$ cat config.mk
export PLATFORM = sky130hd
export DESIGN_NAME = bcd2hex
export DESIGN_NICKNAME = d
export VERILOG_FILES = /design/src/rtl/bcd2hex.sv
export SDC_FILE = /design/constraint.sdc
export NUM_CORES = 1
export LEC_CHECK = 0
export ABC_AREA = 1
export CAP_MARGIN = 25
export CORE_MARGIN = 2
export CORE_UTILIZATION = 55
export CTS_BUF_LIST = sky130_fd_sc_hd__clkbuf_8
export DETAILED_ROUTE_END_ITERATION = 8
export HOLD_SLACK_MARGIN = 0.15
export PLACE_DENSITY = 0.91
export SLEW_MARGIN = 20
export SYNTH_ARGS = -nofsm -noshare
export SYNTH_HDL_FRONTEND = slang
export SYNTH_SLANG_ARGS = --single-unit
export TNS_END_PERCENT = 10
$ cat constraint.sdc
create_clock -name sys_clk -period 2.5 [get_ports sys_clk]
set_input_delay 0.25 -clock sys_clk [delete_from_list [all_inputs] [get_ports sys_clk]]
set_output_delay 0.25 -clock sys_clk [all_outputs]
set_load 0.02 [all_outputs]
$ cat src/rtl/bcd2hex.sv
// bcd2hex: sequential four-digit packed BCD to unsigned binary converter.
// A conversion takes 16 shift cycles plus one finish cycle (reverse double
// dabble). Optional macro BCD2HEX_DIGIT_CHECK_EN adds detection of nibbles
// above 9: such inputs finish with err=1 and HexOut=16'hFFFF.
module bcd2hex (
  input  logic        sys_clk,
  input  logic        sys_rst_n,
  input  logic        start,
  input  logic [15:0] BCD_in,
  output logic [15:0] HexOut,
  output logic        busy,
  output logic        done,
  output logic        err
);

  typedef enum logic [1:0] {
    IDLE   = 2'd0,
    SHIFT  = 2'd1,
    FINISH = 2'd2
  } state_t;

  state_t      r_state;
  state_t      w_state_nxt;
  logic [4:0]  r_cnt;
  logic [4:0]  w_cnt_nxt;
  logic [15:0] r_digit;
  logic [15:0] w_digit_nxt;
  logic [15:0] r_bin;
  logic [15:0] w_bin_nxt;
  logic [15:0] w_hex_nxt;
  logic        w_busy_nxt;
  logic        w_done_nxt;
  logic [31:0] w_shift;

  // After each right shift, a digit nibble holding 8..15 carried a half-ten
  // in from the digit above; subtracting 3 restores it to base ten.
  function automatic logic [15:0] dabble_adj(input logic [15:0] d);
    logic [15:0] res;
    res = d;
    for (int k = 0; k < 4; k++) begin
      if (d[k*4 +: 4] >= 4'd8) begin
        res[k*4 +: 4] = d[k*4 +: 4] - 4'd3;
      end else begin
        res[k*4 +: 4] = d[k*4 +: 4];
      end
    end
    return res;
  endfunction

`ifdef BCD2HEX_DIGIT_CHECK_EN
  logic r_bad;
  logic w_bad_nxt;
  logic w_err_nxt;

  // True when any of the four nibbles is not a decimal digit.
  function automatic logic has_bad_digit(input logic [15:0] d);
    logic bad;
    bad = 1'b0;
    for (int k = 0; k < 4; k++) begin
      if (d[k*4 +: 4] > 4'd9) begin
        bad = 1'b1;
      end else begin
        bad = bad;
      end
    end
    return bad;
  endfunction
`endif

  assign w_shift = {r_digit, r_bin} >> 1;

  // Next-state and next-output decode for the IDLE/SHIFT/FINISH sequence.
  always_comb begin
    w_state_nxt = r_state;
    w_cnt_nxt   = r_cnt;
    w_digit_nxt = r_digit;
    w_bin_nxt   = r_bin;
    w_hex_nxt   = HexOut;
    w_busy_nxt  = busy;
    w_done_nxt  = 1'b0;
`ifdef BCD2HEX_DIGIT_CHECK_EN
    w_bad_nxt   = r_bad;
    w_err_nxt   = err;
`endif
    case (r_state)
      IDLE: begin
        if (start) begin
          w_state_nxt = SHIFT;
          w_digit_nxt = BCD_in;
          w_bin_nxt   = 16'd0;
          w_cnt_nxt   = 5'd0;
          w_busy_nxt  = 1'b1;
`ifdef BCD2HEX_DIGIT_CHECK_EN
          w_bad_nxt   = has_bad_digit(BCD_in);
`endif
        end else begin
          w_state_nxt = IDLE;
        end
      end
      SHIFT: begin
        w_digit_nxt = dabble_adj(w_shift[31:16]);
        w_bin_nxt   = w_shift[15:0];
        w_cnt_nxt   = r_cnt + 5'd1;
        if (r_cnt == 5'd15) begin
          w_state_nxt = FINISH;
        end else begin
          w_state_nxt = SHIFT;
        end
      end
      FINISH: begin
`ifdef BCD2HEX_DIGIT_CHECK_EN
        w_hex_nxt = r_bad ? 16'hFFFF : r_bin;
        w_err_nxt = r_bad;
`else
        w_hex_nxt = r_bin;
`endif
        w_done_nxt  = 1'b1;
        w_busy_nxt  = 1'b0;
        w_state_nxt = IDLE;
      end
      default: begin
        w_state_nxt = IDLE;
        w_busy_nxt  = 1'b0;
      end
    endcase
  end

  // State, datapath and output registers with synchronous active-low reset.
  always_ff @(posedge sys_clk) begin
    if (!sys_rst_n) begin
      r_state <= IDLE;
      r_cnt   <= 5'd0;
      r_digit <= 16'd0;
      r_bin   <= 16'd0;
      HexOut  <= 16'd0;
      busy    <= 1'b0;
      done    <= 1'b0;
    end else begin
      r_state <= w_state_nxt;
      r_cnt   <= w_cnt_nxt;
      r_digit <= w_digit_nxt;
      r_bin   <= w_bin_nxt;
      HexOut  <= w_hex_nxt;
      busy    <= w_busy_nxt;
      done    <= w_done_nxt;
    end
  end

`ifdef BCD2HEX_DIGIT_CHECK_EN
  // Invalid-digit flag captured at load and published at finish.
  always_ff @(posedge sys_clk) begin
    if (!sys_rst_n) begin
      r_bad <= 1'b0;
      err   <= 1'b0;
    end else begin
      r_bad <= w_bad_nxt;
      err   <= w_err_nxt;
    end
  end
`else
  assign err = 1'b0;
`endif

endmodule

==> summary.md, run 1 <==
| Metric | Value |
|---|---|
| Die ar. | 0.00499 mm^2 |
| DRC | 0 |
| Vert. Die Dim | 70.7 um |
| Worst-margin pin slew | 0.594 ns |
| Hold Path Origin | r_bin[0]$_SDFFE_PN0P_ |
| Clk_lat worst skew | 0.33 ns |
| Initial Utilization | 56.5% |
| Distinct cells, synth | 23 |
| RSZ-0062 raised after global routing | false |
| Gpl congestion | 0.767 |
| # Max-Cap Violations | 0 |
| Iteration-0 DRC Markers | 138 |
| #FFs+latches synth | 57 |
| Worst hold path type | flip-flop to flip-flop |
| Via count | 2161 |
| Synthesized cell area | 0.00244 mm^2 |
| Total negative setup slack | 0 ns |
| # placed instances | 399 |
| Final min period | 1.58 ns |
| CTS sink cnt | 57 |
| Hold WS | 0.462 ns |
| DRT Wirelength | 5.23 mm |
| Resized Gates After CTS | 0 |
| Sequential share of power | 45.7% |
| H-tree levels | 3 |
| Tot GR Track Use | 21.8% |
| Setup Buffers After CTS | 0 |
| Asr flop ratio synth | 0% |
| P_sw | 0.493 mW |
| Area Overhead vs Synth | 22.7% |
| Synthesis Warnings | 0 |
| Mapped Avg Cell Area | 7.48 um^2 |
| Max_slew headroom | 60.3% |
| Critical-path maximum fanout | 30 |
| Worst EP required | 2.77 ns |
| Area post-placement | 0.00277 mm^2 |
| Synth top area cells | dfxtp_1 (47%), nand2_1 (11%), o21ai_0 (8.2%) |
| Sw Share | 23.4% |
| Power per cell area | 704 mW/mm^2 |
| CTS Hold Buffers Added | 0 |
| Leading area contributor after synthesis | dfxtp_1 |
| Clock Path Buffers | 2 |
| Synth top cells by count | nand2_1 (74), dfxtp_1 (57), nor2_1 (45), o21ai_0 (40), a21oi_1 (31) |
| Fillcell total | 361 |
| Highest clock rate | 633 MHz |
| Final period util | 63.2% |
| Drt first pass iters | 4 |
| Pwr Total | 2.11 mW |
| Number of synthesized flops with an enable pin | 0 |
| Comb power frac | 8.2% |
| Grt ovf | 0 |
| IO buf count | 36 |
| Worst setup path end | r_cnt[2]$_SDFFE_PN0P_ |
| Post-DP HPWL | 3.31 mm |
| Worst setup startpoint | r_state[0]$_SDFF_PN0_ |
| Fin cells | 415 |
| WL/cell | 12.6 um |
| Leakage power | 1.16 nW |
| Global-route wire length before repair | 8.63 mm |
| Maximum vdd drop | 449 uV |
| R2R depth | 4 |
| Boundary Pins | 38 |
| Outcome | finished, final reports clean |
| Initial antenna violation count | 0 |
| Fin util | 69.4% |
| Setup WS post-layout | 0.919 ns |
| Startpoint types | flip-flop |
| CTS tree | yes |
| Root buffer cell | clkbuf_8 |
| CP endpoint kind | flip-flop |
| Crit path kind | flip-flop to flip-flop |
| Final setup violation count | 0 |
| Mapped Cells | 327 |
| Share of layout cells above drive strength 1 | 8.26% |
| Reg2reg start | r_state[0]$_SDFF_PN0_ |
| Die X | 70.7 um |
| Seq/Total Area, Yosys | 46.7% |
| Synth Flop Type | dfxtp_1 |
| ANT nets after route | 0 |
| Pint | 1.62 mW |
| Top-area cell type share of the netlist area | 46.7% |
| Reg-to-reg endpoint | r_cnt[2]$_SDFFE_PN0P_ |
| Worst-path clk slew | 0.07 ns |
| Final Hold Fails | 0 |
| Most common cell in the netlist | nand2_1 |
| Ant diodes | 0 |
| FP Rows | 24 |
| Worst Path Arrival | 1.85 ns |
| Post-layout nets | 385 |
| Clk pwr share | 46.1% |
| Mapped Nets | 354 |
| Pins Over Slew Limit | 0 |
| Pre-CTS setup slack | 0.703 ns |
| Vias per cell | 5.21 |
| Pin count of the biggest net entering global routing | 31 |
| TritonCTS Buffers | 9 |
| Non-Filler Cell Area, Final | 0.00300 mm^2 |
| Vias in the first global route | 2034 |
| Clock Skew | 0.00466 ns |
| R2R setup slack | 0.92 ns |
| Core area | 0.00432 mm^2 |
==> cell families (layout without fill, tap and decap cells) <==
kind of cell	count (synthesis)	after routing	share of synthesized area, %
AO/OA/AOI/OAI	77	77	16.4
XOR/XNOR	3	3	1.07
adder cells (fa/ha/maj)	8	8	4.09
buffers and inverters	42	78	8.24
flip-flops	57	57	46.7
other	1	1	0.153
AND/OR/NAND/NOR	139	139	23.3
==> power groups by stage <==
stage	logic (mW)	registers, mW	clock network [mW]
2_1_floorplan	0.130	0.972	0
3_3_place_gp	0.165	0.981	0
3_5_place_dp	0.170	0.982	0
4_1_cts	0.173	0.962	0.981
5_1_grt	0.196	0.966	1.01
6_report	0.173	0.963	0.973
==> per-layer routing <==
| metal | vias up | GRT usage [%] | share of wire, % |
|---|---|---|---|
| met5 | - | 0 | 0 |
| li1 | 1107 | - | - |
| met2 | 58 | 37.2 | 49 |
| met4 | 0 | 14.7 | 3.9 |
| met1 | 978 | 24.3 | 44 |
| met3 | 18 | 4.70 | 3.8 |
==> state kept, by name, summed over array words and instances (netlist names) <==
name,count
r_state,2
HexOut,16
r_bin,16
busy,1
r_digit,16
done,1
r_cnt,5
==> worst max-delay path, stage by stage (launching register included) <==
cell and delay [ns]:
dfxtp_1 0.47, nand2_4 0.19, inv_2 0.44, o21ai_0 0.21
a21oi_1 0.19
==> cells in the final DEF (no fill, tap or decap), drive strengths merged, types with 8 or more instances in the layout <==
cell / count
nand2: 79
inv: 25
nor2: 46
dfxtp: 57
clkdlybuf4s50: 36
clkbuf: 11
ha: 8
a21oi: 31
nand3: 12
o21ai: 41
==> how the worst min path moves through the flow <==
stage / end / slack (ns) / cells after the start
4_1_cts: r_digit[15]$_SDFFE_PN0P_ / 0.46 / 3
5_1_grt: r_digit[15]$_SDFFE_PN0P_ / 0.48 / 2
6_report: r_bin[0]$_SDFFE_PN0P_ / 0.46 / 2
2_1_floorplan: r_cnt[0]$_SDFFE_PN0P_ / 0.39 / 2
3_5_place_dp: r_bin[0]$_SDFFE_PN0P_ / 0.45 / 2
3_3_place_gp: r_bin[0]$_SDFFE_PN0P_ / 0.45 / 2
==> layout make-up <==
cell class	count	area [um^2]	share of cell area [%]
sequential	57	1140	38.0
multi-input combinational	228	1100	36.8
timing repair buffer	37	368	12.3
clock buffer	11	151	5.05
inverter	25	93.8	3.13
clock inverter	5	77.6	2.59
tap	52	65.1	2.17
No activity file was read; power rests on OpenSTA's default activity.
==> run 2, diff against run 1 <==
--- a/config.mk
+++ b/config.mk
@@ -8,11 +8,11 @@
 export ABC_AREA = 1
 export CAP_MARGIN = 25
 export CORE_MARGIN = 2
-export CORE_UTILIZATION = 55
+export CORE_UTILIZATION = 50
 export CTS_BUF_LIST = sky130_fd_sc_hd__clkbuf_8
 export DETAILED_ROUTE_END_ITERATION = 8
 export HOLD_SLACK_MARGIN = 0.15
-export PLACE_DENSITY = 0.91
+export PLACE_DENSITY = 0.88
 export SLEW_MARGIN = 20
 export SYNTH_ARGS = -nofsm -noshare
 export SYNTH_HDL_FRONTEND = slang
==> constraint.sdc (replaced) <==
create_clock -name sys_clk -period 1.4 [get_ports sys_clk]
set_input_delay 0.14 -clock sys_clk [delete_from_list [all_inputs] [get_ports sys_clk]]
set_output_delay 0.14 -clock sys_clk [all_outputs]
set_load 0.02 [all_outputs]
==> summary.md, run 2 (synthesized netlist as in run 1, its figures left out) <==
| Metric | Value |
|---|---|
| Worst EP required | 1.68 ns |
| FP Rows | 25 |
| Largest regs | HexOut (16), r_bin (16), r_digit (16) |
| RSZ-0062 raised after global routing | false |
| Reg-to-reg endpoint | r_cnt[4]$_SDFFE_PN0P_ |
| Initial Utilization | 51.8% |
| Die ar. | 0.00546 mm^2 |
| DRC | 0 |
| Tot GR Track Use | 20.8% |
| Iteration-0 DRC Markers | 136 |
| Worst setup startpoint | r_cnt[1]$_SDFFE_PN0P_ |
| R2R depth | 6 |
| Hold Path Origin | BCD_in[15] |
| Worst Path Arrival | 1.60 ns |
| Startpoint types | flip-flop |
| Highest clock rate | 759 MHz |
| WL met2 | 2.63 mm |
| Pin count of the biggest net entering global routing | 22 |
| Vias in the first global route | 2034 |
| CTS tree | yes |
| Clock Skew | 0.00773 ns |
| R2R setup slack | 0.08 ns |
| WL/cell | 12.1 um |
| Worst-path clk slew | 0.07 ns |
| Maximum vdd drop | 722 uV |
| Fin util | 64.7% |
| Root buffer cell | clkbuf_8 |
| IO buf count | 36 |
| DRT Wirelength | 5.32 mm |
| Post-DP HPWL | 3.62 mm |
| Post-layout nets | 394 |
| Max_slew headroom | 63.8% |
| DRT met1 WL | 2.33 mm |
| CTS Hold Buffers Added | 0 |
| # Max-Cap Violations | 0 |
| Pwr Total | 3.45 mW |
| Area Overhead vs Synth | 25.1% |
| Clk_lat worst skew | 0.34 ns |
| Uppermost layer routed | met4 |
| Setup Buffers After CTS | 0 |
| CP endpoint kind | flip-flop |
| Total negative setup slack | 0 ns |
| Final Hold Fails | 0 |
| Wire length on met3 | 267 um |
| Pins Over Slew Limit | 0 |
| ANT nets after route | 0 |
| Clock Path Buffers | 2 |
| Die X | 73.9 um |
| Final period util | 94.1% |
| Vias per cell | 4.99 |
| Via count | 2191 |
| Most frequent cells in the layout | nand2_1 (74), dfxtp_1 (56), nor2_1 (45), o21ai_0 (40), a21oi_1 (31) |
| Crit path kind | flip-flop to flip-flop |
| Gpl congestion | 0.806 |
| Hold path cells | 3 |
| Grt ovf | 0 |
| Final min period | 1.32 ns |
| Reg2reg start | r_cnt[1]$_SDFFE_PN0P_ |
| Worst hold path type | primary input to flip-flop |
| Boundary Pins | 38 |
| Outcome | finished, final reports clean |
| Drt first pass iters | 4 |
| Initial antenna violation count | 0 |
| Ant diodes | 0 |
| Share of layout cells above drive strength 1 | 10.8% |
| Commonest non-fill, non-tap cell in the layout | nand2_1 |
| CTS sink cnt | 57 |
| Power per cell area | 1130 mW/mm^2 |
| Leakage power | 1.28 nW |
| TritonCTS Buffers | 9 |
| Vert. Die Dim | 73.9 um |
| Worst-margin pin slew | 0.543 ns |
| Global-route wire length before repair | 8.53 mm |
| H-tree levels | 3 |
| Hold Path Sink | r_digit[15]$_SDFFE_PN0P_ |
| Core area | 0.00472 mm^2 |
| Final setup violation count | 0 |
| Critical-path maximum fanout | 3 |
-- run 2: cell count changes in the layout (fill, tap and decap cells not counted), sizes merged --
| cell | before | now |
|---|---|---|
| dlymetal6s2s | 0 | 1 |
| dlygate4sd2 | 0 | 17 |
| buf | 1 | 10 |
| clkdlybuf4s50 | 36 | 18 |
| clkinvlp | 1 | 4 |
| clkbuf | 11 | 10 |
| bufinv | 2 | 0 |
-- run 2: where the power goes --
| part | total, mW | internal (mW) | switching (mW) |
|---|---|---|---|
| registers | 1.72 | 1.67 | 0.0509 |
| logic | 0.349 | 0.158 | 0.191 |
| clock network | 1.38 | 0.687 | 0.696 |
-- run 2: how the worst max path moves through the flow --
stage	end	slack (ns)
floorplan	r_cnt[4]$_SDFFE_PN0P_	0.18
global placement	r_digit[14]$_SDFFE_PN0P_	0.02
detailed placement	r_digit[2]$_SDFFE_PN0P_	-0.05
CTS	done	0.006
global route	HexOut[2]$_SDFFE_PN0P_	0.005
finish	r_cnt[4]$_SDFFE_PN0P_	0.08
-- run 2: final cells by class --
cell class / count / area, um^2
clock buffer: 10 / 138
clock inverter: 6 / 43.8
fill: 389 / 1670
inverter: 25 / 93.8
multi-input combinational: 228 / 1100
sequential: 57 / 1140
tap: 67 / 83.8
timing repair buffer: 46 / 454
-- run 2: worst max-delay path, cell delays in order (launching register included) --
cell	delay, ns
dfxtp_1	0.36
ha_1	0.17
inv_1	0.05
nor3_1	0.15
ha_1	0.26
o22ai_1	0.15
and2_1	0.13
-- run 2: repair_timing --
| action | CTS | global route |
|---|---|---|
| gates resized for setup | 17 | 2 |
| setup endpoints to repair | 17 | 2 |
| endpoints found under the hold margin | 0 | 0 |
-- run 2: stage by stage --
step | instances | worst slack (ns) | cell area [um^2] | hold WS, ns
3_3_place_gp | 423 | 0.0244 | 2890 | 0.446
3_5_place_dp | 423 | -0.0465 | 2890 | 0.451
5_1_grt | 439 | 0.00500 | 3060 | 0.391
4_1_cts | 439 | 0.00599 | 3050 | 0.375
2_1_floorplan | 327 | 0.179 | 2440 | 0.278
6_report | 439 | 0.0824 | 3060 | 0.390
-- run 2: per-layer routing --
| metal | global-route usage (%) | up-vias |
|---|---|---|
| li1 | - | 1124 |
| met1 | 24.0 | 999 |
| met2 | 34.3 | 61 |
| met3 | 6.17 | 7 |
| met4 | 11.7 | 0 |
| met5 | 0 | - |
==> run 3, diff against run 2 <==
--- a/config.mk
+++ b/config.mk
@@ -8,11 +8,11 @@
 export ABC_AREA = 1
 export CAP_MARGIN = 25
 export CORE_MARGIN = 2
-export CORE_UTILIZATION = 50
+export CORE_UTILIZATION = 55
 export CTS_BUF_LIST = sky130_fd_sc_hd__clkbuf_8
 export DETAILED_ROUTE_END_ITERATION = 8
 export HOLD_SLACK_MARGIN = 0.15
-export PLACE_DENSITY = 0.88
+export PLACE_DENSITY = 0.91
 export SLEW_MARGIN = 20
 export SYNTH_ARGS = -nofsm -noshare
 export SYNTH_HDL_FRONTEND = slang
==> constraint.sdc (replaced) <==
create_clock -name sys_clk -period 1.6 [get_ports sys_clk]
set_input_delay 0.16 -clock sys_clk [delete_from_list [all_inputs] [get_ports sys_clk]]
set_output_delay 0.16 -clock sys_clk [all_outputs]
set_load 0.02 [all_outputs]
==> summary.md, run 3 (synthesized netlist as in run 1, its figures left out) <==
| Metric | Value |
|---|---|
| Comb power frac | 8.6% |
| Clk_lat worst skew | 0.34 ns |
| Largest regs | HexOut (16), r_bin (16), r_digit (16) |
| Vias per cell | 5.18 |
| Root buffer cell | clkbuf_8 |
| Pwr Total | 3.43 mW |
| Commonest non-fill, non-tap cell in the layout | nand2_1 |
| Worst path top cell family by delay | buffers and inverters |
| Crit path max-delay cell type | clkdlybuf4s50_1 |
| Die X | 70.7 um |
| Die ar. | 0.00499 mm^2 |
| Ant diodes | 0 |
| CTS sink cnt | 57 |
| CTS tree | yes |
| Via count | 2180 |
| Crit path buf inv count | 1 |
| Sequential share of power | 43.8% |
| Sw Share | 23.6% |
| Final min period | 1.47 ns |
| Outcome | finished, final reports clean |
| RSZ-0062 raised after global routing | false |
| Drt first pass iters | 4 |
| Max incr delay on CP | 0.62 ns |
| IO buf count | 36 |
| Worst EP required | 1.44 ns |
| Initial Utilization | 56.5% |
| Most frequent cells in the layout | nand2_1 (74), dfxtp_1 (57), nor2_1 (45), o21ai_0 (40), clkdlybuf4s50_1 (36) |
| H-tree levels | 3 |
| CTS Hold Buffers Added | 0 |
| Final setup violation count | 0 |
| Highest clock rate | 681 MHz |
| Core area | 0.00432 mm^2 |
| Maximum vdd drop | 736 uV |
| Hold WS | 0.386 ns |
| Total negative setup slack | 0 ns |
| Pint | 2.62 mW |
| Clk pwr share | 47.6% |
| FP Rows | 24 |
| ANT nets after route | 0 |
| Pin count of the biggest net entering global routing | 26 |
| Crit-path cells | clkdlybuf4s50_1 |
| # placed instances | 405 |
| Critical-path maximum fanout | 2 |
| Gpl congestion | 0.874 |
| Share of layout cells above drive strength 1 | 9.76% |
| Tot GR Track Use | 22.7% |
| Hold path cells | 3 |
| Resized Gates After CTS | 0 |
| Critical path depth | 1 |
| Fin cells | 421 |
| Worst-path clk slew | 0.07 ns |
| Vias in the first global route | 2068 |
| DRT Wirelength | 5.23 mm |
| CP endpoint kind | primary output |
| WL/cell | 12.4 um |
| TritonCTS Buffers | 9 |
| R2R depth | 6 |
| Worst Path Arrival | 1.31 ns |
| Clock Skew | 0.00451 ns |
| Setup Buffers After CTS | 0 |
| # Max-Cap Violations | 0 |
| Pins Over Slew Limit | 0 |
| Vert. Die Dim | 70.7 um |
| Leakage power | 1.20 nW |
| Final period util | 91.7% |
| Post-layout nets | 391 |
| DRC | 0 |
| Power per cell area | 1110 mW/mm^2 |
| P_sw | 0.811 mW |
| Area Overhead vs Synth | 26.1% |
| Grt ovf | 0 |
| Clock Path Buffers | 2 |
| Boundary Pins | 38 |
| Post-DP HPWL | 3.62 mm |
| Final Hold Fails | 0 |
| Crit path kind | flip-flop to primary output |
| Initial antenna violation count | 0 |
| Startpoint types | flip-flop |
| Worst hold path type | primary input to flip-flop |
| Iteration-0 DRC Markers | 131 |
| Global-route wire length before repair | 8.99 mm |
run 3: changes by cell type in the layout (fill, tap and decap cells not counted), moves of 2 or more:
cell	previous run	this run
clkdlybuf4s50_1	18	36
dlygate4sd2_1	17	0
bufinv_16	0	3
buf_4	7	5
clkinvlp_4	4	2
run 3: through the flow:
stage | worst slack, ns | util [%] | instance area, um^2
2_1_floorplan | 0.379 | - | 2440
3_3_place_gp | 0.147 | 65.7 | 2840
3_5_place_dp | 0.0674 | 65.7 | 2840
4_1_cts | 0.110 | 71.3 | 3080
5_1_grt | 0.0853 | 71.3 | 3080
6_report | 0.132 | 71.3 | 3080
run 3: worst paths after layout:
kind | start | slack (ns) | to
worst max-delay path | busy$_SDFFE_PN0P_ | 0.13 | busy
worst min-delay path | BCD_in[15] | 0.39 | r_digit[15]$_SDFFE_PN0P_
worst max register to register | r_cnt[0]$_SDFFE_PN0P_ | 0.24 | r_cnt[4]$_SDFFE_PN0P_
worst min register to register | r_bin[0]$_SDFFE_PN0P_ | 0.46 | r_bin[0]$_SDFFE_PN0P_
run 3: layout make-up:
type / instances / area (um^2)
fillers: 340 / 1240
flip-flops and latches: 57 / 1140
multi-input cells: 228 / 1100
repair buffers: 43 / 438
clock buffers: 9 / 124
clock inverters: 7 / 119
inverters: 25 / 93.8
well taps: 52 / 65.1
run 3: power by group through the flow:
stage          registers, mW  clock network, mW  logic, mW
5_1_grt                 1.51               1.71      0.332
2_1_floorplan           1.52                  0      0.203
3_5_place_dp            1.54                  0      0.292
3_3_place_gp            1.53                  0      0.281
4_1_cts                 1.50               1.66      0.296
6_report                1.51               1.63      0.295
run 3: routing by layer:
metal	track usage [%]	up-vias	wire, um
met5	0	-	0
met4	11.9	0	142
met3	6.41	17	272
met2	38.4	71	2570
met1	26.3	974	2250
li1	-	1118	-
run 3: worst register-to-register path, cell delays in order, from the launching register on:
cell and delay, ns:
dfxtp_1 0.40, ha_1 0.18, inv_1 0.06, nor3_1 0.14
ha_1 0.25, o22ai_1 0.15, and2_1 0.13
